--- config.mk ---
export PLATFORM = sky130hd
export DESIGN_NAME = line_buffer_sequencer_flat
export DESIGN_NICKNAME = d
export VERILOG_FILES = /design/src/rtl/line_buffer_sequencer_if.sv /design/src/rtl/line_buffer_sequencer.sv /design/src/flat_wrapper.sv
export SDC_FILE = /design/constraint.sdc
export NUM_CORES = 1
export LEC_CHECK = 0
export CAP_MARGIN = 20
export CORE_ASPECT_RATIO = 0.6
export CORE_MARGIN = 1
export CORE_UTILIZATION = 50
export CTS_BUF_LIST = sky130_fd_sc_hd__clkbuf_4 sky130_fd_sc_hd__clkbuf_8
export DETAILED_ROUTE_END_ITERATION = 8
export PLACE_DENSITY_LB_ADDON = 0.08
export SETUP_SLACK_MARGIN = 0.5
export SLEW_MARGIN = 20
export SYNTH_ARGS = -nofsm -noshare
export SYNTH_HDL_FRONTEND = slang
export SYNTH_SLANG_ARGS = --single-unit
--- constraint.sdc ---
create_clock -name clk -period 2.8 [get_ports clk]
set_clock_uncertainty 0.05 [all_clocks]
set_input_delay 0.56 -clock clk [delete_from_list [all_inputs] [get_ports clk]]
set_output_delay 0.56 -clock clk [all_outputs]
set_load 0.05 [all_outputs]
--- src/rtl/line_buffer_sequencer_if.sv ---
// Handshake/bus bundle between the line buffer sequencer and its neighbours.
//   mem_rd/mem_addr      : single-outstanding word read request to image memory
//   mem_rdata/mem_rvalid : read return, one per request, latency >= 1
//   mat_valid/mat_ready  : window handshake towards the convolution engine
//   pix_x/pix_y          : column/row of the window currently presented
// master = sequencer side, slave = memory/consumer side.
interface line_buffer_sequencer_if;
   logic        mem_rd;
   logic [15:0] mem_addr;
   logic [31:0] mem_rdata;
   logic        mem_rvalid;
   logic        mat_valid;
   logic        mat_ready;
   logic [8:0]  pix_x;
   logic [8:0]  pix_y;

   modport master (
      output mem_rd, mem_addr, mat_valid, pix_x, pix_y,
      input  mem_rdata, mem_rvalid, mat_ready
   );

   modport slave (
      input  mem_rd, mem_addr, mat_valid, pix_x, pix_y,
      output mem_rdata, mem_rvalid, mat_ready
   );
endinterface

--- src/rtl/line_buffer_sequencer.sv ---
// Frame-level controller for the 5-line pixel line buffer.
// Streams image lines word by word from image memory into the line buffer,
// then rotates the buffer once per output pixel and offers each window to
// the convolution engine.
// Ports:
//   clk, reset        : clock, synchronous active-high reset
//   start, size_in    : frame start pulse and window size (0=2x2, 1=3x3, 3=5x5)
//   busy, done, err   : frame status; err latches an illegal size request
//   bus (master)      : memory read bus and window handshake (see interface)
//   lb_datain, lb_address, lb_vcount, lb_save, lb_next, lb_size
//                     : line buffer control inputs
//
// state   | meaning
// S_IDLE  | waiting for start
// S_REQ   | issue one word read for line ldline, word
// S_WAIT  | wait for read data, write it into the line buffer
// S_NEXT  | line finished; keep priming or start the next output row
// S_PROC  | present windows of the current row, one per accepted handshake
// S_FLUSH | past the last image line: shift the buffer without new data
// S_DONE  | frame finished, pulse done
module line_buffer_sequencer #(
   parameter int          IMG_LINES      = 480,
   parameter int          WORDS_PER_LINE = 128,
   parameter logic [15:0] BASE_ADDR      = 16'h0000
) (
   input  logic                    clk,
   input  logic                    reset,
   input  logic                    start,
   input  logic [1:0]              size_in,
   output logic                    busy,
   output logic                    done,
   output logic                    err,
   line_buffer_sequencer_if.master bus,
   output logic [31:0]             lb_datain,
   output logic [8:0]              lb_address,
   output logic [8:0]              lb_vcount,
   output logic                    lb_save,
   output logic                    lb_next,
   output logic [1:0]              lb_size
);
   localparam logic [6:0]  LAST_WORD = 7'(WORDS_PER_LINE - 1);
   localparam logic [8:0]  LAST_COL  = 9'(WORDS_PER_LINE * 4 - 1);
   localparam logic [8:0]  LAST_ROW  = 9'(IMG_LINES - 1);
   localparam logic [8:0]  NUM_LINES = 9'(IMG_LINES);
   localparam logic [15:0] WPL       = 16'(WORDS_PER_LINE);

   typedef enum logic [2:0] {
      S_IDLE, S_REQ, S_WAIT, S_NEXT, S_PROC, S_FLUSH, S_DONE
   } state_t;

   state_t      state;
   logic [6:0]  word;
   logic [8:0]  row;
   logic [8:0]  ldline;
   logic [8:0]  col;
   logic        mem_rd_q;
   logic [15:0] mem_addr_q;
   logic        mat_valid_q;
   logic [1:0]  la;
   logic        accept;

   // Lines that must sit in the buffer below the current row.
   assign la     = (lb_size == 2'd3) ? 2'd2 : 2'd1;
   assign accept = mat_valid_q && bus.mat_ready;

   // Rotation must happen in the very cycle the window is taken, so that the
   // next window is already aligned when mat_valid is seen again.
   assign lb_next = accept;

   assign bus.mem_rd    = mem_rd_q;
   assign bus.mem_addr  = mem_addr_q;
   assign bus.mat_valid = mat_valid_q;
   assign bus.pix_x     = col;
   assign bus.pix_y     = row;

   always_ff @(posedge clk) begin
      if (reset) begin
         state       <= S_IDLE;
         busy        <= 1'b0;
         done        <= 1'b0;
         err         <= 1'b0;
         word        <= '0;
         row         <= '0;
         ldline      <= '0;
         col         <= '0;
         mem_rd_q    <= 1'b0;
         mem_addr_q  <= '0;
         mat_valid_q <= 1'b0;
         lb_datain   <= '0;
         lb_address  <= '0;
         lb_vcount   <= '0;
         lb_save     <= 1'b0;
         lb_size     <= '0;
      end else begin
         done     <= 1'b0;
         mem_rd_q <= 1'b0;
         lb_save  <= 1'b0;
         case (state)
            S_IDLE: begin
               if (start) begin
                  lb_size <= size_in;
                  if (size_in == 2'd2) begin
                     err  <= 1'b1;
                     done <= 1'b1;
                  end else begin
                     err    <= 1'b0;
                     busy   <= 1'b1;
                     row    <= '0;
                     ldline <= '0;
                     word   <= '0;
                     col    <= '0;
                     state  <= S_REQ;
                  end
               end
            end
            S_REQ: begin
               mem_rd_q   <= 1'b1;
               mem_addr_q <= BASE_ADDR + {7'd0, ldline} * WPL + {9'd0, word};
               state      <= S_WAIT;
            end
            S_WAIT: begin
               if (bus.mem_rvalid) begin
                  lb_save    <= 1'b1;
                  lb_datain  <= bus.mem_rdata;
                  lb_address <= {word, 2'b00};
                  if (word == LAST_WORD) begin
                     word   <= '0;
                     ldline <= ldline + 9'd1;
                     state  <= S_NEXT;
                  end else begin
                     word  <= word + 7'd1;
                     state <= S_REQ;
                  end
               end
            end
            S_NEXT: begin
               // Row r needs lines 0..r+la resident before its first window.
               if (ldline <= {7'd0, la}) begin
                  state <= S_REQ;
               end else begin
                  col         <= '0;
                  lb_address  <= '0;
                  lb_vcount   <= row;
                  mat_valid_q <= 1'b1;
                  state       <= S_PROC;
               end
            end
            S_PROC: begin
               if (accept) begin
                  if (col == LAST_COL) begin
                     col         <= '0;
                     lb_address  <= '0;
                     row         <= row + 9'd1;
                     mat_valid_q <= 1'b0;
                     if (row == LAST_ROW) begin
                        state <= S_DONE;
                     end else if (ldline < NUM_LINES) begin
                        state <= S_REQ;
                     end else begin
                        // Shift-only write happens during the FLUSH cycle.
                        lb_save   <= 1'b1;
                        lb_datain <= '0;
                        state     <= S_FLUSH;
                     end
                  end else begin
                     col        <= col + 9'd1;
                     lb_address <= col + 9'd1;
                  end
               end
            end
            S_FLUSH: begin
               col         <= '0;
               lb_address  <= '0;
               lb_vcount   <= row;
               mat_valid_q <= 1'b1;
               state       <= S_PROC;
            end
            S_DONE: begin
               done  <= 1'b1;
               busy  <= 1'b0;
               state <= S_IDLE;
            end
            default: state <= S_IDLE;
         endcase
      end
   end
endmodule

--- src/flat_wrapper.sv ---
// flat-port wrapper written by rule: the top's interface ports become plain ports
module line_buffer_sequencer_flat 
#(
   parameter int          IMG_LINES      = 480,
   parameter int          WORDS_PER_LINE = 128,
   parameter logic [15:0] BASE_ADDR      = 16'h0000
)
  (clk, reset, start, size_in, busy, done, err, lb_datain, lb_address, lb_vcount, lb_save, lb_next, lb_size, bus_mem_rd, bus_mem_addr, bus_mat_valid, bus_pix_x, bus_pix_y, bus_mem_rdata, bus_mem_rvalid, bus_mat_ready);
  line_buffer_sequencer_if bus_i ();
  input  logic clk;
  input  logic reset;
  input  logic start;
  input  logic [1:0] size_in;
  output logic busy;
  output logic done;
  output logic err;
  output logic [31:0] lb_datain;
  output logic [8:0] lb_address;
  output logic [8:0] lb_vcount;
  output logic lb_save;
  output logic lb_next;
  output logic [1:0] lb_size;
  output wire logic [$bits(bus_i.mem_rd)-1:0] bus_mem_rd;
  output wire logic [$bits(bus_i.mem_addr)-1:0] bus_mem_addr;
  output wire logic [$bits(bus_i.mat_valid)-1:0] bus_mat_valid;
  output wire logic [$bits(bus_i.pix_x)-1:0] bus_pix_x;
  output wire logic [$bits(bus_i.pix_y)-1:0] bus_pix_y;
  input wire logic [$bits(bus_i.mem_rdata)-1:0] bus_mem_rdata;
  input wire logic [$bits(bus_i.mem_rvalid)-1:0] bus_mem_rvalid;
  input wire logic [$bits(bus_i.mat_ready)-1:0] bus_mat_ready;
  assign bus_mem_rd = bus_i.mem_rd;
  assign bus_mem_addr = bus_i.mem_addr;
  assign bus_mat_valid = bus_i.mat_valid;
  assign bus_pix_x = bus_i.pix_x;
  assign bus_pix_y = bus_i.pix_y;
  assign bus_i.mem_rdata = bus_mem_rdata;
  assign bus_i.mem_rvalid = bus_mem_rvalid;
  assign bus_i.mat_ready = bus_mat_ready;
  line_buffer_sequencer #(.IMG_LINES(IMG_LINES), .WORDS_PER_LINE(WORDS_PER_LINE), .BASE_ADDR(BASE_ADDR)) u_core (.clk(clk), .reset(reset), .start(start), .size_in(size_in), .busy(busy), .done(done), .err(err), .bus(bus_i), .lb_datain(lb_datain), .lb_address(lb_address), .lb_vcount(lb_vcount), .lb_save(lb_save), .lb_next(lb_next), .lb_size(lb_size));
endmodule
==> results summary, run 1 <==
The sequential standard cell area came out at 2250 um^2. The number of nets produced by synthesis is 596. The count of hold-fix buffers inserted at cts came out at 0. The die covers 10,100 um^2. The critical path launch point type is a flip-flop. The class of the tightest hold or removal check is flip-flop to flip-flop. The cell count after synthesis is 550. The worst setup path is of the flip-flop to flip-flop kind. The signal arrival time at the worst endpoint is 2.58 ns.

In this run the number of H-tree levels came out at 3. The total negative setup slack is 0 ns. The worst register-to-register path ends at u_core.lb_datain[1]$_SDFFE_PP0P_. During synthesis, Yosys emitted a total of 0 warnings. The average instance area after synthesis is 8.81 um^2. The DRC violation count after routing is 0. The highest attainable clock frequency came out at 0.427 GHz. The average detailed-routed wire length per instance came out at 16.5 um.

The clock-pin slew reported for the worst setup and hold paths after clock tree synthesis is 0.11 ns. The unique cell type count in the Yosys netlist came out at 59. Setup violations remaining at the end of the flow were counted as 0.

Once detail routing completed, the nets flagged for antenna violations numbered 0. The capture endpoint of the worst hold path is u_core.bus.mem_addr[13]$_SDFFE_PP0P_. The starting density of the core is 0.521. Entering global routing, the biggest net connects 36 pins. Yosys instantiated no cell more often than sky130_fd_sc_hd__dfxtp_1. Of all nets on the critical path, the largest fanout is 8.

The core box area came out at 9290 um^2. In the post-synthesis netlist, the biggest area contributors are sky130_fd_sc_hd__dfxtp_1 (46%), sky130_fd_sc_hd__nand2_1 (6.7%), sky130_fd_sc_hd__a22o_1 (6.0%), sky130_fd_sc_hd__a21oi_1 (5.7%), sky130_fd_sc_hd__nor2_1 (3.6%). The biggest area contributor in the post-synthesis netlist is sky130_fd_sc_hd__dfxtp_1. The relative slew slack is 0.576.

Of the post-synthesis cell area, the dominant cell type holds 0.459. Summing internal, switching and leakage power gives 3030 uW. The slew at the pin closest to its max-slew limit came out at 0.634 ns. CTS placed an instance of sky130_fd_sc_hd__clkbuf_8 at the clock tree root. The power density over the cells came out at 451 nW/um^2. TritonCTS built the clock tree. The type of destination of the critical path is a flip-flop. The count of pins over their slew limit came out at 0. The number of design-rule violations left by the first detailed-router iteration is 339. The per-cell via count in the routed design is 5.65. The number of CTS-inserted buffers is 9. The area of the multi-input gates is 2500 um^2. The number of iterations in the first detailed-routing pass came out at 5. The endpoint required time on the critical path came out at 3.03 ns. The count of fill cells added during filler insertion is 719. The total global routing track utilization is 0.279.

For the worst-skew pair, the clock arrives at the later sink with an insertion delay of 0.39 ns. The slack of the worst reg-to-reg path came out at 0.46 ns. The final-report hold violation count is 0. The number of buffers added on ports is 131. Across the VDD grid, the largest voltage drop is 0.264 mV. The register bit total from synthesis is 111. The leakage power came out at 0.00249 uW. For this run, the share of the core covered by cells in the final layout is 0.723. The share of synthesized area occupied by flip-flops and latches is 0.459.

The worst register-to-register path begins at u_core.bus.pix_x[0]$_SDFFE_PP0P_. Among all flip-flop cells after synthesis, the most frequent one is sky130_fd_sc_hd__dfxtp_1. The finished layout holds 822 standard cells, fillers aside. The boundary pin count came out at 132. The number of antenna violations at the first check in global routing is 0.

The die is 129 um wide. The first-pass GRT wire length came out at 21,800 um. The share of final-layout standard cells stronger than drive strength 1 is 0.118. The net count of the finished layout is 733. The run finished with clean final reports. The die span in y came out at 78.2 um. The number of clock sinks seen by CTS is 111. The routability congestion estimate is 0.869.

The worst hold-check slack is 0.409 ns. Dividing the final minimum period by the clock period gives 0.836. Detailed placement ended at an HPWL of 9440 um. The buffer levels on the longest clock path came out at 2. The number of cells after detailed placement came out at 790. The tool flagged a number of max-cap violations equal to 0. The number of global-route vias before repair is 4,197.

Wires add up to 13,600 um. In this run the most critical hold path is launched from u_core.bus.mem_addr[13]$_SDFFE_PP0P_. After synthesis, the most frequently instantiated cells are sky130_fd_sc_hd__dfxtp_1 (111), sky130_fd_sc_hd__nand2_1 (87), sky130_fd_sc_hd__a21oi_1 (55). The number of enable flip-flop cells after synthesis is 0.

In this run the cell area of the synthesized design comes to 4840 um^2. The hold-critical path depth is 2. The area growth from synthesis to final layout came out at 38.7%. The number of placement rows is 27. The minimum clock period after layout came out at 2.34 ns. Setup repair after global routing could not meet its margin everywhere. Counting flops with an async set or reset pin after synthesis yields a share of 0. The count of inserted antenna diode cells is 0. Summed over all layers, the global routing overflow is 0. The via count of the routed design came out at 4,647.

The length in cells of the worst reg-to-reg path is 12.
cells by family (layout without fill, tap and decap cells):
group | Yosys count | count (layout) | synth area share
AO/OA/AOI/OAI | 165 | 165 | 0.240
flip-flops | 111 | 111 | 0.459
multiplexers | 3 | 3 | 0.00620
buffers and inverters | 42 | 184 | 0.0375
AND/OR/NAND/NOR | 203 | 203 | 0.205
adder cells (fa/ha/maj) | 7 | 7 | 0.0181
XOR/XNOR | 19 | 19 | 0.0344
per-stage QoR:
| step | cell area [um^2] | worst slack [ns] |
|---|---|---|
| after floorplan | 4890 | 0.502 |
| after global placement | 6320 | 0.248 |
| after detailed placement | 6320 | 0.193 |
| after CTS | 6660 | 0.452 |
| after global routing | 6720 | 0.351 |
| final | 6720 | 0.459 |
cells in the final DEF, fill, tap and decap left out, types with 3 or more instances in the layout:
master                            count
sky130_fd_sc_hd__clkdlybuf4s50_1    118
sky130_fd_sc_hd__dfxtp_1            103
sky130_fd_sc_hd__nand2_1             86
sky130_fd_sc_hd__a21oi_1             55
sky130_fd_sc_hd__nor2_1              44
sky130_fd_sc_hd__a22o_1              33
sky130_fd_sc_hd__buf_4               27
sky130_fd_sc_hd__o21ai_0             19
sky130_fd_sc_hd__nand3_1             13
sky130_fd_sc_hd__xnor2_1             13
sky130_fd_sc_hd__nor2b_1             11
sky130_fd_sc_hd__clkbuf_8            10
sky130_fd_sc_hd__dlygate4sd2_1        9
sky130_fd_sc_hd__o211ai_1             8
sky130_fd_sc_hd__and3_1               8
sky130_fd_sc_hd__inv_1                7
sky130_fd_sc_hd__a31oi_1              7
sky130_fd_sc_hd__a22oi_1              7
sky130_fd_sc_hd__nor3_1               6
sky130_fd_sc_hd__a311oi_2             6
sky130_fd_sc_hd__xor2_1               6
sky130_fd_sc_hd__dfxtp_4              6
sky130_fd_sc_hd__a211oi_1             5
sky130_fd_sc_hd__ha_1                 5
sky130_fd_sc_hd__a32oi_1              4
sky130_fd_sc_hd__or3_1                4
sky130_fd_sc_hd__mux2i_1              3
sky130_fd_sc_hd__a41oi_1              3
sky130_fd_sc_hd__o2111ai_1            3
sky130_fd_sc_hd__inv_6                3
critical path: stages (launching register included):
cell and delay [ns]:
sky130_fd_sc_hd__dfxtp_4 0.38, sky130_fd_sc_hd__ha_4 0.15, sky130_fd_sc_hd__nand3_4 0.08, sky130_fd_sc_hd__nor3_2 0.11, sky130_fd_sc_hd__ha_2 0.20, sky130_fd_sc_hd__and3_4 0.19
sky130_fd_sc_hd__o211ai_1 0.11, sky130_fd_sc_hd__a211oi_2 0.21, sky130_fd_sc_hd__buf_4 0.16, sky130_fd_sc_hd__nor2_4 0.06, sky130_fd_sc_hd__buf_4 0.17, sky130_fd_sc_hd__buf_12 0.13
sky130_fd_sc_hd__a22o_1 0.23
cell type report:
type                            instances  share of cell area
Inverter                                7             0.00391
Timing Repair Buffer                  161               0.237
Tap cell                              130              0.0242
Clock inverter                          5             0.00689
Sequential cell                       111               0.334
Clock buffer                           11              0.0216
Multi-Input combinational cell        397               0.372
where the power goes:
group	internal, uW	switching (uW)	leakage [uW]	total [uW]
logic	176	277	0.00149	453
clock network	376	574	0.000100	950
registers	1600	29.3	0.000902	1630
total	2150	880	0.00249	3030
worst max-delay path by stage:
stage,from,endpoint,slack (ns),cells past startpoint
final,u_core.bus.pix_x[0]$_SDFFE_PP0P_,u_core.lb_datain[1]$_SDFFE_PP0P_,0.46,12
after global routing,u_core.bus.pix_x[0]$_SDFFE_PP0P_,u_core.lb_datain[31]$_SDFFE_PP0P_,0.35,11
after CTS,u_core.bus.pix_x[0]$_SDFFE_PP0P_,u_core.lb_datain[0]$_SDFFE_PP0P_,0.45,11
after detailed placement,bus_mat_ready,u_core.lb_datain[5]$_SDFFE_PP0P_,0.19,7
after global placement,bus_mat_ready,u_core.lb_datain[26]$_SDFFE_PP0P_,0.25,7
after floorplan,u_core.bus.pix_x[0]$_SDFFE_PP0P_,u_core.lb_datain[0]$_SDFFE_PP0P_,0.50,10
flip-flops by register name, summed over array words and instances, names as in the netlist, 2 cells and up:
register,count
u_core.state,3
u_core.lb_vcount,9
u_core.bus.pix_x,9
u_core.bus.mem_addr,16
u_core.bus.pix_y,9
u_core.lb_address,9
u_core.word,7
u_core.lb_size,2
u_core.ldline,9
u_core.lb_datain,32
routing by layer:
layer  global-route usage  routed length [um]
met5                    0                   0
met4               0.0729                 104
met3               0.0825                1140
met2                0.401                5790
met1                0.404                6560
repair_timing:
action	4_1_cts	5_1_grt
resized for setup	18	7
gates cloned	2	0
hold endpoints to repair	0	0
pin swaps	8	3
buffers inserted	8	6
setup endpoints to repair	53	62
Power figures use the tool's default switching activity.
==> run 2: changes to the inputs <==
- CORE_UTILIZATION: 50 -> 45
- clock period: 2.8 -> 2 ns (I/O delays scaled with it)
==> results summary, run 2 (same netlist as run 1, synthesis figures left out) <==
The minimum setup slack in the final design is -0.200 ns (was 0.459 ns). The number of CTS-inserted buffers is 9 (unchanged). The final standard cell count with taps included and fillers excluded is 916 (was 822). The clock network latency to the later pin of the worst-skew pair came out at 0.40 ns (was 0.39 ns).

The relative slew slack came out at 0.661 (was 0.576). The most used routing layer in global routing is met2 (was met1). The clock-pin slew reported for the worst setup and hold paths after clock tree synthesis is 0.12 ns (was 0.11 ns).

RSZ-0062 raised after global routing: yes (unchanged). The largest driver fanout on the critical path came out at 5 (was 8). The type of the setup path with the least slack is flip-flop to flip-flop (unchanged). The boundary pin count is 132 (unchanged). The number of clock sinks seen by CTS came to 111 (unchanged). The number of global-route vias before repair is 4,596 (was 4,197).

The number of antenna violations at the first check in global routing is 0 (unchanged). Top library cells by usage in the layout, fill and taps aside: sky130_fd_sc_hd__buf_4 (118), sky130_fd_sc_hd__dfxtp_1 (84), sky130_fd_sc_hd__nand2_1 (77) (was sky130_fd_sc_hd__clkdlybuf4s50_1 (118), sky130_fd_sc_hd__dfxtp_1 (103), sky130_fd_sc_hd__nand2_1 (86)). The met1 layer usage reported by global route is 0.400 (was 0.404). The commonest non-fill, non-tap cell in the layout is sky130_fd_sc_hd__buf_4 (was sky130_fd_sc_hd__clkdlybuf4s50_1). The buffer type at the clock tree root is sky130_fd_sc_hd__clkbuf_8 (unchanged). The share of final-layout standard cells stronger than drive strength 1 is 0.448 (was 0.118). The clock tree from TritonCTS is yes (unchanged). The final-report hold violation count is 0 (unchanged). Critical-path cell list: ha_4, nand3_4, nor3_4, ha_2, and3_4, buf_4, a22oi_2, buf_6, or3_1, a21oi_2 (was ha_4, nand3_4, nor3_2, ha_2, and3_4, o211ai_1, a211oi_2, buf_4, nor2_4, buf_4, buf_12, a22o_1).

The part of the cycle the worst path needs is 1.10 (was 0.836). The first-pass GRT wire length is 23,900 um (was 21,800 um). The number of buffers added on ports is 131 (unchanged).

The per-cell via count in the routed design came out at 5.81 (was 5.65). The global routing met3 resource utilization is 0.0720 (was 0.0825). The signal arrival time at the worst endpoint came out at 2.49 ns (was 2.58 ns).

The count of inserted antenna diode cells is 0 (unchanged). The area growth from synthesis to final layout is 62.4% (was 38.7%). The critical path launch point type is a flip-flop (unchanged). The highest attainable clock frequency came out at 0.455 GHz (was 0.427 GHz). The number of placement rows came out at 28 (was 27). The number of nets still failing antenna checks after routing is 0 (unchanged).

The highest cell delay on the worst timing path is 0.38 ns (about the same). The class of the tightest hold or removal check is input port to flip-flop (was flip-flop to flip-flop). The flip-flop count of the largest register, all copies and words added is 32 (unchanged). The number of design-rule violations left by the first detailed-router iteration is 471 (was 339). The total negative setup slack came to -6.56 ns (was 0 ns). The DRC violation count after routing came out at 0 (unchanged). The power density over the cells is 584 nW/um^2 (was 451 nW/um^2). The count of hold-fix buffers inserted at cts was 0 (unchanged). The post-DP HPWL was 11,100 um (was 9440 um).

The via count of the routed design is 5,321 (was 4,647). The routability congestion estimate is 0.895 (was 0.869). The maximum number of pins on one net before global-route repair is 33 (was 36). The average detailed-routed wire length per instance was 18.9 um (was 16.5 um). The core box area is 10,200 um^2 (was 9290 um^2). The die outline width came out at 136 um (was 129 um).

The leakage power came out at 0.00324 uW (was 0.00249 uW). The count of final setup violators came out at 44 (was 0). The overall die area came out at 11,200 um^2 (was 10,100 um^2). The minimum clock period after layout came out at 2.20 ns (was 2.34 ns). The endpoint required time on the critical path was 2.29 ns (was 3.03 ns). The register with the highest flop count is u_core.lb_datain (unchanged). The top cell family by delay on the critical path was simple AND/OR/NAND/NOR gates (was compound AO/OA/AOI/OAI gates).

The die span in y is 82.4 um (was 78.2 um). The number of iterations in the first detailed-routing pass was 5 (unchanged). The checks that failed: setup timing. The met2 usage is 0.422 (was 0.401). The maximum level of the CTS H-tree is 3 (unchanged). The slowest cell on the critical path is sky130_fd_sc_hd__dfxtp_4 (unchanged). The starting density of the core came out at 0.477 (was 0.521). The slew at the pin closest to its max-slew limit came out at 0.506 ns (was 0.634 ns). Run status: finished with violations (was finished, final reports clean).

The net count of the finished layout is 822 (was 733). The sum of buffers and inverters on the critical path was 2 (was 3). The total global routing overflow is 0 (unchanged). The total global routing track utilization is 0.279 (about the same). The type of destination of the critical path was a flip-flop (unchanged). The buffer levels on the longest clock path came to 2 (unchanged). The final wirelength came to 17,300 um (was 13,600 um). The number of cells after detailed placement was 860 (was 790). The maximum vdd drop is 0.365 mV (was 0.264 mV). The max-cap check violation count came out at 0 (unchanged). The count of fill cells added during filler insertion came to 678 (was 719). The count of pins over their slew limit was 0 (unchanged). The end-of-flow core utilization came to 0.774 (was 0.723).
-- run 2: cell types whose count changed in the layout (fill, tap and decap cells not counted), moves of 12 or more --
cell / delta
sky130_fd_sc_hd__buf_4: +91
sky130_fd_sc_hd__clkdlybuf4s50_1: -81
sky130_fd_sc_hd__buf_6: +36
sky130_fd_sc_hd__clkbuf_4: +22
sky130_fd_sc_hd__dfxtp_1: -19
sky130_fd_sc_hd__buf_2: +15
sky130_fd_sc_hd__a21oi_1: -13
sky130_fd_sc_hd__a21oi_2: +13
sky130_fd_sc_hd__buf_8: +12
-- run 2: path summary, 6_finish.rpt --
path	start	slack, ns	cells after the start	end
worst max-delay path	u_core.bus.pix_x[0]$_SDFFE_PP0P_	-0.20	10	u_core.bus.pix_y[3]$_SDFFE_PP0P_
worst min-delay path	reset	0.19	2	u_core.bus.mat_valid$_SDFFE_PP0P_
worst max register to register	u_core.bus.pix_x[0]$_SDFFE_PP0P_	-0.20	10	u_core.bus.pix_y[3]$_SDFFE_PP0P_
worst min register to register	u_core.bus.mem_addr[14]$_SDFFE_PP0P_	0.41	2	u_core.bus.mem_addr[14]$_SDFFE_PP0P_
-- run 2: metrics by stage --
stage / hold slack (ns) / setup WS, ns / cell area (um^2) / power [uW]
detailed placement: 0.401 / -0.271 / 6900 / 3040
floorplan: 0.403 / -0.194 / 5140 / 2750
CTS: 0.168 / -0.0846 / 7250 / 4420
finish: 0.190 / -0.200 / 7870 / 4590
global route: 0.191 / -0.297 / 7870 / 4750
global placement: 0.394 / -0.198 / 6900 / 3030
-- run 2: layout make-up --
cell class,count,area (um^2),area share
sequential,111,2290,0.291
multi-input combinational,400,3000,0.382
clock buffer,9,124,0.0157
clock inverter,7,75.1,0.00954
timing repair buffer,247,2180,0.277
tap,135,169,0.0215
inverter,7,26.3,0.00334
-- run 2: power breakdown --
group          total [uW]  internal [uW]  switching (uW)
sequential           2280           2240            35.6
combinational         938            399             539
clock                1380            497             884
total                4590           3140            1460
-- run 2: worst register-to-register path, delay by kind of cell, from the launching register on --
kind                       cells  cell delay, ns
DFF                            1            0.38
adders and majority gates      2            0.38
buffers and inverters          2            0.31
AOI/OAI and AO/OA              2            0.24
and+or+nand+nor                4            0.77
-- run 2: metal layers --
metal  vias to the layer above  share of wire  routed length, um
li1                       2458              -                  -
met1                      2569           0.45               7790
met2                       255           0.44               7590
met3                        39          0.093               1610
met4                         0          0.019                328
met5                         -              0                  0
-- run 2: repair_timing --
item                                    in CTS  in global routing
setup buffers                                3                 30
resized for setup                          289                109
endpoints found under the setup margin     169                153
pin swaps                                   18                 35
cloned                                       2                  5
